### src/rtl/control_unit.sv
// RV32 integer main decoder: opcode/funct3/funct7 -> registered datapath controls.
// All outputs are registered, so a decode appears one clock after its inputs are sampled.
module control_unit (
    input  logic       clk,
    input  logic       rst_n,
    input  logic [6:0] opcode,
    input  logic [2:0] funct3,
    input  logic [6:0] funct7,
    output logic       reg_write,
    output logic       alu_src,
    output logic [2:0] alu_ctrl,
    output logic       mem_read,
    output logic       mem_write,
    output logic       mem_to_reg,
    output logic       branch,
    output logic       branch_ne,
    output logic       illegal
);

    typedef enum logic [6:0] {
        OP_R      = 7'b0110011,
        OP_I      = 7'b0010011,
        OP_LOAD   = 7'b0000011,
        OP_STORE  = 7'b0100011,
        OP_BRANCH = 7'b1100011
    } opcode_e;

    typedef enum logic [2:0] {
        ALU_ADD = 3'b000,
        ALU_SUB = 3'b001,
        ALU_AND = 3'b010,
        ALU_OR  = 3'b011,
        ALU_XOR = 3'b100,
        ALU_SLL = 3'b101,
        ALU_SRL = 3'b110,
        ALU_SLT = 3'b111
    } alu_e;

    logic       w_reg_write;
    logic       w_alu_src;
    alu_e       w_alu_ctrl;
    logic       w_mem_read;
    logic       w_mem_write;
    logic       w_mem_to_reg;
    logic       w_branch;
    logic       w_branch_ne;
    logic       w_illegal;

    logic       r_reg_write;
    logic       r_alu_src;
    logic [2:0] r_alu_ctrl;
    logic       r_mem_read;
    logic       r_mem_write;
    logic       r_mem_to_reg;
    logic       r_branch;
    logic       r_branch_ne;
    logic       r_illegal;

    always_comb begin
        w_reg_write  = 1'b0;
        w_alu_src    = 1'b0;
        w_alu_ctrl   = ALU_ADD;
        w_mem_read   = 1'b0;
        w_mem_write  = 1'b0;
        w_mem_to_reg = 1'b0;
        w_branch     = 1'b0;
        w_branch_ne  = 1'b0;
        w_illegal    = 1'b0;

        case (opcode)
            OP_R: begin
                w_reg_write = 1'b1;
                case ({funct7, funct3})
                    {7'b0000000, 3'b000}: w_alu_ctrl = ALU_ADD;
                    {7'b0100000, 3'b000}: w_alu_ctrl = ALU_SUB;
                    {7'b0000000, 3'b111}: w_alu_ctrl = ALU_AND;
                    {7'b0000000, 3'b110}: w_alu_ctrl = ALU_OR;
                    {7'b0000000, 3'b100}: w_alu_ctrl = ALU_XOR;
                    {7'b0000000, 3'b001}: w_alu_ctrl = ALU_SLL;
                    {7'b0000000, 3'b101}: w_alu_ctrl = ALU_SRL;
                    {7'b0000000, 3'b010}: w_alu_ctrl = ALU_SLT;
                    default:              w_illegal  = 1'b1;
                endcase
            end
            OP_I: begin
                w_reg_write = 1'b1;
                w_alu_src   = 1'b1;
                case (funct3)
                    3'b000:  w_alu_ctrl = ALU_ADD;
                    3'b111:  w_alu_ctrl = ALU_AND;
                    3'b110:  w_alu_ctrl = ALU_OR;
                    3'b100:  w_alu_ctrl = ALU_XOR;
                    3'b010:  w_alu_ctrl = ALU_SLT;
                    3'b001: begin
                        w_alu_ctrl = ALU_SLL;
                        w_illegal  = (funct7 != 7'b0000000);
                    end
                    3'b101: begin
                        w_alu_ctrl = ALU_SRL;
                        w_illegal  = (funct7 != 7'b0000000);
                    end
                    default: w_illegal = 1'b1;
                endcase
            end
            OP_LOAD: begin
                w_reg_write  = 1'b1;
                w_alu_src    = 1'b1;
                w_mem_read   = 1'b1;
                w_mem_to_reg = 1'b1;
                w_illegal    = (funct3 != 3'b010);
            end
            OP_STORE: begin
                w_alu_src   = 1'b1;
                w_mem_write = 1'b1;
                w_illegal   = (funct3 != 3'b010);
            end
            OP_BRANCH: begin
                w_alu_ctrl  = ALU_SUB;
                w_branch    = 1'b1;
                w_branch_ne = (funct3 == 3'b001);
                w_illegal   = (funct3[2:1] != 2'b00);
            end
            default: w_illegal = 1'b1;
        endcase

        // Each opcode arm sets its controls before validating funct fields;
        // an illegal decode wipes them so only the flag survives.
        if (w_illegal) begin
            w_reg_write  = 1'b0;
            w_alu_src    = 1'b0;
            w_alu_ctrl   = ALU_ADD;
            w_mem_read   = 1'b0;
            w_mem_write  = 1'b0;
            w_mem_to_reg = 1'b0;
            w_branch     = 1'b0;
            w_branch_ne  = 1'b0;
        end
    end

    always_ff @(posedge clk or negedge rst_n) begin
        if (!rst_n) begin
            r_reg_write  <= 1'b0;
            r_alu_src    <= 1'b0;
            r_alu_ctrl   <= '0;
            r_mem_read   <= 1'b0;
            r_mem_write  <= 1'b0;
            r_mem_to_reg <= 1'b0;
            r_branch     <= 1'b0;
            r_branch_ne  <= 1'b0;
            r_illegal    <= 1'b0;
        end else begin
            r_reg_write  <= w_reg_write;
            r_alu_src    <= w_alu_src;
            r_alu_ctrl   <= w_alu_ctrl;
            r_mem_read   <= w_mem_read;
            r_mem_write  <= w_mem_write;
            r_mem_to_reg <= w_mem_to_reg;
            r_branch     <= w_branch;
            r_branch_ne  <= w_branch_ne;
            r_illegal    <= w_illegal;
        end
    end

    assign reg_write  = r_reg_write;
    assign alu_src    = r_alu_src;
    assign alu_ctrl   = r_alu_ctrl;
    assign mem_read   = r_mem_read;
    assign mem_write  = r_mem_write;
    assign mem_to_reg = r_mem_to_reg;
    assign branch     = r_branch;
    assign branch_ne  = r_branch_ne;
    assign illegal    = r_illegal;

endmodule

### config.mk
export PLATFORM = sky130hd
export DESIGN_NAME = control_unit
export DESIGN_NICKNAME = d
export VERILOG_FILES = /design/src/rtl/control_unit.sv
export SDC_FILE = /design/constraint.sdc
export NUM_CORES = 1
export LEC_CHECK = 0
export CAP_MARGIN = 20
export CORE_MARGIN = 2
export CORE_UTILIZATION = 41
export DETAILED_ROUTE_END_ITERATION = 6
export PLACE_DENSITY = 0.87
export SLEW_MARGIN = 20
export SYNTH_ARGS = -nofsm -noshare
export SYNTH_HDL_FRONTEND = slang
export SYNTH_SLANG_ARGS = --single-unit
### constraint.sdc
create_clock -name clk -period 1.1 [get_ports clk]
set_clock_uncertainty 0.1 [all_clocks]
set_input_delay 0.22 -clock clk [delete_from_list [all_inputs] [get_ports clk]]
set_output_delay 0.22 -clock clk [all_outputs]
set_load 0.1 [all_outputs]
==> impl_metrics.json, run 1 <==
{
  "run_status": "did not finish",
  "stage_reached": "global routing (5_1_grt)",
  "first-error": "[ERROR DPL-0033] detailed placement checks failed during check placement.",
  "die_wd_um": 42.4,
  "synth_seq_area_share": 0.415,
  "cts_sinks": 10,
  "timing.repair.worst_endpoint_type": "sequential cell input",
  "yosysUniqueCellTypes": 31,
  "ctsHtreeMaxLevel": 1,
  "cts-root-to-sink-buffers": 2,
  "synth_seq_cells": 10,
  "cts.root.buffer_cell": "sky130_fd_sc_hd__clkbuf_4",
  "postPlaceCellArea_um2": 1170,
  "ys_top_cells_by_area": "sky130_fd_sc_hd__dfrtp_1 41%, sky130_fd_sc_hd__nor2b_1 5.2%, sky130_fd_sc_hd__o41ai_4 4.6%, sky130_fd_sc_hd__or4_4 3.7%, sky130_fd_sc_hd__a21oi_1 3.3%",
  "initial_utilization": 0.452,
  "cts_hold_buffers": 0,
  "grt_start_max_net_pins": 11,
  "placementRows": 13,
  "synth_area_leader_cell": "sky130_fd_sc_hd__dfrtp_1",
  "synth_nets": 77,
  "post-synth-top-area-fraction": 0.415,
  "number_of_antenna_violations_at_the_first_check_in_global_routing": 0,
  "port-buffer-count": 29,
  "cts_inserted_buffers": 3,
  "postSynthAreaPerCell_um2": 10.4,
  "io_pins": 30,
  "detailed_place_hpwl_mm": 1.57,
  "floorplan.die.height_um": 42.4,
  "ys_warn_count": 0,
  "synthesis.area_um2": 603,
  "synthesis.instances": 58,
  "timing.grt.repair.worst_endpoint": "alu_ctrl[1]$_DFF_PN0_/D",
  "gp_routability_congestion": 0.913
}
## synthesized netlist by cell type
cell type,count
sky130_fd_sc_hd__a2111oi_2,1
sky130_fd_sc_hd__a21oi_1,4
sky130_fd_sc_hd__a31oi_1,1
sky130_fd_sc_hd__and2_1,1
sky130_fd_sc_hd__and3_1,1
sky130_fd_sc_hd__and4b_1,1
sky130_fd_sc_hd__and4bb_2,1
sky130_fd_sc_hd__buf_4,1
sky130_fd_sc_hd__buf_6,1
sky130_fd_sc_hd__clkbuf_1,2
sky130_fd_sc_hd__dfrtp_1,10
sky130_fd_sc_hd__inv_1,1
sky130_fd_sc_hd__nand2_1,3
sky130_fd_sc_hd__nand3_1,1
sky130_fd_sc_hd__nand3_2,1
sky130_fd_sc_hd__nor2_1,2
sky130_fd_sc_hd__nor2b_1,5
sky130_fd_sc_hd__nor3_1,2
sky130_fd_sc_hd__nor3_2,1
sky130_fd_sc_hd__nor3b_1,2
sky130_fd_sc_hd__nor4_1,3
sky130_fd_sc_hd__nor4bb_1,1
sky130_fd_sc_hd__o211ai_1,1
sky130_fd_sc_hd__o211ai_2,1
sky130_fd_sc_hd__o21ai_0,3
sky130_fd_sc_hd__o21ai_2,1
sky130_fd_sc_hd__o41ai_4,1
sky130_fd_sc_hd__or2_1,1
sky130_fd_sc_hd__or3b_2,1
sky130_fd_sc_hd__or4_4,2
sky130_fd_sc_hd__xor2_1,1
## repair_timing
action,CTS
gates cloned,0
setup endpoints to repair,21
setup buffers,5
pin swaps,15
resized for setup,50
## stage by stage
stage / worst slack, ns / cells
2_1_floorplan: -0.552 / 58
4_1_cts: -0.520 / 127
3_3_place_gp: -1.00 / 118
3_5_place_dp: -1.05 / 118
## kinds of logic after synthesis
| kind of cell | count (synthesis) | share of synthesized area |
|---|---|---|
| simple gates | 29 | 0.334 |
| compound gates | 13 | 0.187 |
| flops | 10 | 0.415 |
| buf+inv | 5 | 0.0498 |
| xor+xnor | 1 | 0.0145 |
==> run 2, diff against run 1 <==
--- a/config.mk
+++ b/config.mk
@@ -6,10 +6,10 @@
 export NUM_CORES = 1
 export LEC_CHECK = 0
 export CAP_MARGIN = 20
-export CORE_MARGIN = 2
-export CORE_UTILIZATION = 41
+export CORE_AREA = 2 2 63 65
 export DETAILED_ROUTE_END_ITERATION = 6
-export PLACE_DENSITY = 0.87
+export DIE_AREA = 0 0 65 67
+export PLACE_DENSITY_LB_ADDON = 0.15
 export SLEW_MARGIN = 20
 export SYNTH_ARGS = -nofsm -noshare
 export SYNTH_HDL_FRONTEND = slang
==> run 2 against run 1 <==
Net effect:
- the flow now finishes, with violations (setup timing)
- synthesized cell count unchanged
- synthesized area stayed put
==> impl_metrics.json, run 2 <==
{
  "run_status": "finished with violations",
  "failed_checks": "setup timing",
  "commonest_non_fill_non_tap_cells_in_the_layout": "20 x sky130_fd_sc_hd__buf_4, 11 x sky130_fd_sc_hd__buf_12, 8 x sky130_fd_sc_hd__dfrtp_2, 8 x sky130_fd_sc_hd__buf_6, 7 x sky130_fd_sc_hd__buf_2",
  "detailed_route_iter0_violations": 6,
  "port-buffer-count": 29,
  "fin_worst_hold_slack_ns": 0.179,
  "synth-edff-count": 0,
  "timing.final.setup_violations": 20,
  "drive_above_1_share": 0.732,
  "timing.hold.worst.class": "primary input to asynchronous set/reset pin",
  "initial_utilization": 0.167,
  "cpLargestDelayFamily": "simple AND/OR/NAND/NOR gates",
  "yosysMostFrequentCell": "sky130_fd_sc_hd__dfrtp_1",
  "share_of_flip_flops_with_an_asynchronous_set_or_reset": 1.00,
  "cts_inserted_buffers": 3,
  "worst_ep_arrival_time_ns": 1.58,
  "io_pins": 30,
  "finalNetCount": 132,
  "ctsHtreeMaxLevel": 1,
  "path_clk_slew_ns": 0.05,
  "detailed_place_hpwl_mm": 1.39,
  "max-cap-violations": 0,
  "largest_register_ffs": 3,
  "cts_tree": "yes",
  "place_ws_ns": -1.08,
  "cts-root-to-sink-buffers": 2,
  "finalCritPeriodShare": 1.43,
  "wirelength_mm": 1.73,
  "synthesis.instances": 58,
  "synth_area_leader_cell": "sky130_fd_sc_hd__dfrtp_1",
  "cts.root.buffer_cell": "sky130_fd_sc_hd__clkbuf_8",
  "fp.coreArea_um2": 3610,
  "slew_headroom": 0.738,
  "synthesis.area_um2": 603,
  "path_max_fanout": 3,
  "final.min_clock_period_ns": 1.57,
  "timing_worst_setup_path_type": "primary input to flip-flop",
  "number_of_global_route_vias_before_repair": 730,
  "wl_per_cell_um": 10.8,
  "cp-start-kind": "primary input",
  "number_of_antenna_violations_at_the_first_check_in_global_routing": 0,
  "dieArea_um2": 4360,
  "ant_nets": 0,
  "grt_setup_unrepaired": "true",
  "fin_util": 0.385,
  "ys_warn_count": 0,
  "critical-path-slowest-cell": "sky130_fd_sc_hd__or4_4",
  "globalRoute.totalOverflow": 0,
  "cts_sinks": 10,
  "crit_required_ns": 1.11,
  "vdd_ir_drop_max_mv": 0.273,
  "finalHoldViolCount": 0,
  "synth_nets": 77,
  "tightest_slew_ns": 0.388,
  "postSynthAreaPerCell_um2": 10.4,
  "post_synthesis_to_final_layout_area_growth_pct": 130,
  "synth_seq_area_share": 0.415,
  "grt_start_max_net_pins": 11,
  "final_common_cell": "sky130_fd_sc_hd__buf_4",
  "crit_chain": "buf_6, or4_4, o211ai_2, o211ai_1, or2_1",
  "die_wd_um": 65,
  "synth_seq_cells": 10,
  "floorplan.die.height_um": 67,
  "drc_errors": 0,
  "placementRows": 22,
  "power.leakage_nw": 0.575,
  "ys_top_cells_by_area": "sky130_fd_sc_hd__dfrtp_1 41%, sky130_fd_sc_hd__nor2b_1 5.2%, sky130_fd_sc_hd__o41ai_4 4.6%, sky130_fd_sc_hd__or4_4 3.7%, sky130_fd_sc_hd__a21oi_1 3.3%",
  "antenna_cells": 0,
  "max_stage_delay_ns": 0.57,
  "final_cell_area_um2": 1390,
  "gp_routability_congestion": 0.757,
  "grt_first_pass_wirelength_mm": 3.15,
  "power_per_cell_area_nw_per_um2": 756,
  "timing_max_transition_violations_final": 0,
  "fmax_ghz": 0.637,
  "drt_pre_antenna_iters": 2,
  "postPlaceCellArea_um2": 1220,
  "yosysUniqueCellTypes": 31,
  "grt_util_all_layers": 0.0955,
  "final_worst_slack_ns": -0.471,
  "num_vias": 647,
  "dominantRegCellSynth": "sky130_fd_sc_hd__dfrtp_1",
  "synthTopCellsByCount": "10 x sky130_fd_sc_hd__dfrtp_1, 5 x sky130_fd_sc_hd__nor2b_1, 4 x sky130_fd_sc_hd__a21oi_1",
  "post-synth-top-area-fraction": 0.415,
  "crit_end_category": "flip-flop",
  "fin_setup_tns_ns": -4.21,
  "critical_path_buf_inv_count": 1,
  "routed_via_density": 4.04
}
-- run 2: cell families after synthesis --
group                     count (synthesis)  share of synthesized area
AOI/OAI and AO/OA                        13                      0.187
DFF                                      10                      0.415
xor gates and xnor gates                  1                     0.0145
buffers and inverters                     5                     0.0498
and+or+nand+nor                          29                      0.334
-- run 2: final cells by class --
cell class              instances  area (µm²)
repair buffers                 54         571
flip-flops and latches         10         264
clock buffers                   4        55.1
multi-input cells              43         434
fillers                       367        2220
inverters                       1        3.75
well taps                      48        60.1
-- run 2: what timing repair did --
| action | 4_1_cts | 5_1_grt |
|---|---|---|
| pin swaps | 12 | 2 |
| endpoints found under the setup margin | 21 | 21 |
| hold buffers | 0 | 0 |
| buffers inserted | 5 | 1 |
| gates resized for setup | 64 | 8 |
-- run 2: path summary, 6_finish.rpt --
path | startpoint | endpoint | slack, ns | cells after the start
setup / recovery | funct7[3] | illegal | -0.47 | 5
hold / removal | rst_n | alu_ctrl[0] | 0.18 | 2
max in group asynchronous | rst_n | mem_to_reg | 0.57 | 2
min in group clk | opcode[5] | mem_to_reg | 0.33 | 4
-- run 2: layer usage --
metal	global-route usage	vias to the layer above	part of all wire
met5	0	-	0
met4	0.0665	0	0.0087
met3	0.0287	2	0.078
met2	0.173	20	0.56
met1	0.0930	301	0.35
li1	-	324	-
-- run 2: metrics by stage --
step	std cells	power, mW
2_1_floorplan	58	0.453
3_3_place_gp	153	0.596
3_5_place_dp	153	0.596
4_1_cts	162	1.05
5_1_grt	160	1.12
6_report	160	1.05
-- run 2: report_power, final --
| group | total, mW | switching, mW | internal (mW) | leakage (nW) |
|---|---|---|---|---|
| combinational | 0.236 | 0.108 | 0.128 | 0.426 |
| sequential | 0.372 | 0.00137 | 0.371 | 0.120 |
| clock | 0.440 | 0.127 | 0.313 | 0.0288 |
| total | 1.05 | 0.236 | 0.812 | 0.575 |
Power figures use the tool's default switching activity.
==> run 3, diff against run 2 <==
--- a/config.mk
+++ b/config.mk
@@ -9,6 +9,7 @@
 export CORE_AREA = 2 2 63 65
 export DETAILED_ROUTE_END_ITERATION = 6
 export DIE_AREA = 0 0 65 67
+export DONT_BUFFER_PORTS = 1
 export PLACE_DENSITY_LB_ADDON = 0.15
 export SLEW_MARGIN = 20
 export SYNTH_ARGS = -nofsm -noshare
==> run 3 against run 2 <==
Net effect:
- the flow still finishes with violations (setup timing)
- design area shrank 24%
- global-route usage shrank 1.5 points
- worst setup slack improved by 0.066 ns
- worst hold slack lost 0.12 ns
- critical path depth decreased by 1
- die area unchanged
- largest power group unchanged
- sequential power barely moved
- combinational power fell by 55%
- utilization shrank 9.4 points
- critical path type unchanged
- non-clock buffer count fell by 33
- highest routed layer unchanged
- largest cell class is now multi-input combinational cells
==> impl_metrics.json, run 3 (synthesis gave the netlist of run 2 again) <==
{
  "ctsHtreeMaxLevel": 1,
  "grt_util_all_layers": 0.0809,
  "crit_chain": "or4_4, o41ai_4, o21ai_2, a2111oi_2",
  "crit_required_ns": 1.12,
  "port-buffer-count": 0,
  "die_wd_um": 65,
  "cpLargestDelayFamily": "compound AO/OA/AOI/OAI gates",
  "combinationalPowerShare": 0.116,
  "critical_path_depth": 4,
  "met3_capacity_usage_during_global_routing": 0.0304,
  "finalHoldViolCount": 0,
  "critical-path-slowest-cell": "sky130_fd_sc_hd__or4_4",
  "final_cell_area_um2": 1050,
  "final_worst_slack_ns": -0.405,
  "finalNonFillerCells": 127,
  "grt.busiest_layer": "met2",
  "fp.coreArea_um2": 3610,
  "power_report.internal_total_uw": 736,
  "hold_start": "opcode[5]",
  "tightest_slew_ns": 0.442,
  "groute.layer.met1.usage": 0.0909,
  "power_per_cell_area_nw_per_um2": 881,
  "critical_path_buf_inv_count": 0,
  "finalNetCount": 99,
  "filler_cells_inserted": 365,
  "globalRouteMet2Util": 0.126,
  "timing.hold.worst_endpoint": "mem_write",
  "fin_worst_hold_slack_ns": 0.0600,
  "cts.root.buffer_cell": "sky130_fd_sc_hd__clkbuf_8",
  "run_status": "finished with violations",
  "post_cts_setup_driven_buffer_insertion_count": 0,
  "number_of_global_route_vias_before_repair": 525,
  "io_pins": 30,
  "gp_routability_congestion": 0.746,
  "globalRoute.totalOverflow": 0,
  "post_synthesis_to_final_layout_area_growth_pct": 74.1,
  "final_common_cell": "sky130_fd_sc_hd__buf_12",
  "failed_checks": "setup timing",
  "path_clk_slew_ns": 0.05,
  "cts_inserted_buffers": 3,
  "post-place-cells": 120,
  "grt_setup_unrepaired": "true",
  "number_of_antenna_violations_at_the_first_check_in_global_routing": 0,
  "routed_via_density": 4.09,
  "grt_first_pass_wirelength_mm": 2.58,
  "path_max_fanout": 3,
  "wirelength_mm": 1.54,
  "final.min_clock_period_ns": 1.50,
  "commonest_non_fill_non_tap_cells_in_the_layout": "10 x sky130_fd_sc_hd__buf_12, 8 x sky130_fd_sc_hd__dfrtp_2, 7 x sky130_fd_sc_hd__buf_4",
  "max-cap-violations": 0,
  "cts-root-to-sink-buffers": 2,
  "placementRows": 22,
  "worst_ep_arrival_time_ns": 1.52,
  "postPlaceCellArea_um2": 920,
  "power.leakage_nw": 0.389,
  "drive_above_1_share": 0.620,
  "detailed_place_hpwl_mm": 1.26,
  "timing.final.setup_violations": 20,
  "largest_register_ffs": 3,
  "num_vias": 520,
  "antenna_cells": 0,
  "ant_nets": 0,
  "power.sequential.fraction": 0.402,
  "cp-start-kind": "primary input",
  "detailed_route_iter0_violations": 4,
  "wl_per_cell_um": 12.1,
  "vdd_ir_drop_max_mv": 0.287,
  "fin_util": 0.291,
  "max_stage_delay_ns": 0.55,
  "whs_path_depth": 1,
  "drc_errors": 0,
  "floorplan.die.height_um": 67,
  "crit_end_category": "flip-flop",
  "drt_pre_antenna_iters": 2,
  "fmax_ghz": 0.665,
  "dieArea_um2": 4360,
  "clockPowerShare": 0.482,
  "timing_worst_setup_path_type": "primary input to flip-flop",
  "cts_tree": "yes",
  "cts_sinks": 10,
  "timing_max_transition_violations_final": 0,
  "grt_start_max_net_pins": 11,
  "netSwitchingFraction": 0.204,
  "finalCritPeriodShare": 1.37,
  "slew_headroom": 0.705,
  "initial_utilization": 0.167,
  "netSwitchingPower_uw": 189,
  "timing.hold.worst.class": "primary input to flip-flop"
}
## run 3: cell types whose count changed in the layout (fill, tap and decap cells not counted), moves of 3 or more
cell,previous run,this run
sky130_fd_sc_hd__dlygate4sd2_1,4,0
sky130_fd_sc_hd__buf_6,8,1
sky130_fd_sc_hd__buf_4,20,7
sky130_fd_sc_hd__buf_2,7,0
sky130_fd_sc_hd__clkdlybuf4s15_1,3,0
sky130_fd_sc_hd__dlygate4sd3_1,0,3
## run 3: worst max-delay path by stage
stage                    from          end  slack (ns)
floorplan           funct7[0]  alu_ctrl[0]       -0.55
global placement    funct7[0]  alu_ctrl[0]       -0.70
detailed placement  funct7[0]  alu_ctrl[0]       -0.67
CTS                 funct7[0]  alu_ctrl[0]       -0.43
global route        funct7[0]  alu_ctrl[0]       -0.47
finish              funct7[0]  alu_ctrl[0]       -0.40
## run 3: power by group through the flow
| stage | Combinational, mW | Sequential [mW] | Clock [mW] |
|---|---|---|---|
| 6_report | 0.107 | 0.372 | 0.445 |
| 5_1_grt | 0.117 | 0.371 | 0.490 |
| 4_1_cts | 0.106 | 0.372 | 0.464 |
| 3_5_place_dp | 0.0836 | 0.378 | 0 |
| 3_3_place_gp | 0.0839 | 0.378 | 0 |
| 2_1_floorplan | 0.0639 | 0.389 | 0 |
## run 3: area by class of cell
cell class / instances / area (µm²) / area share
clock buffers: 4 / 55.1 / 0.0524
inverters: 1 / 3.75 / 0.00358
multi-input cells: 43 / 373 / 0.355
flip-flops and latches: 10 / 264 / 0.251
well taps: 48 / 60.1 / 0.0572
repair buffers: 21 / 294 / 0.280
## run 3: metrics by stage
stage | setup TNS, ns | worst slack (ns) | total power [mW]
floorplan | -3.65 | -0.552 | 0.453
global placement | -5.00 | -0.700 | 0.462
detailed placement | -5.01 | -0.672 | 0.461
CTS | -3.21 | -0.435 | 0.942
global route | -3.94 | -0.465 | 0.979
finish | -3.08 | -0.405 | 0.925
## run 3: timing repair
action / 4_1_cts / 5_1_grt
pin swaps: 3 / 0
hold endpoints to repair: 13 / 0
gates cloned: 0 / 0
resized for setup: 6 / 2
endpoints found under the setup margin: 20 / 20
hold buffers: 3 / 0
## run 3: metal layers
layer / vias up / share of wire
met3: 2 / 0.071
met5: - / 0
li1: 256 / -
met4: 0 / 0.0098
met2: 21 / 0.48
met1: 241 / 0.44
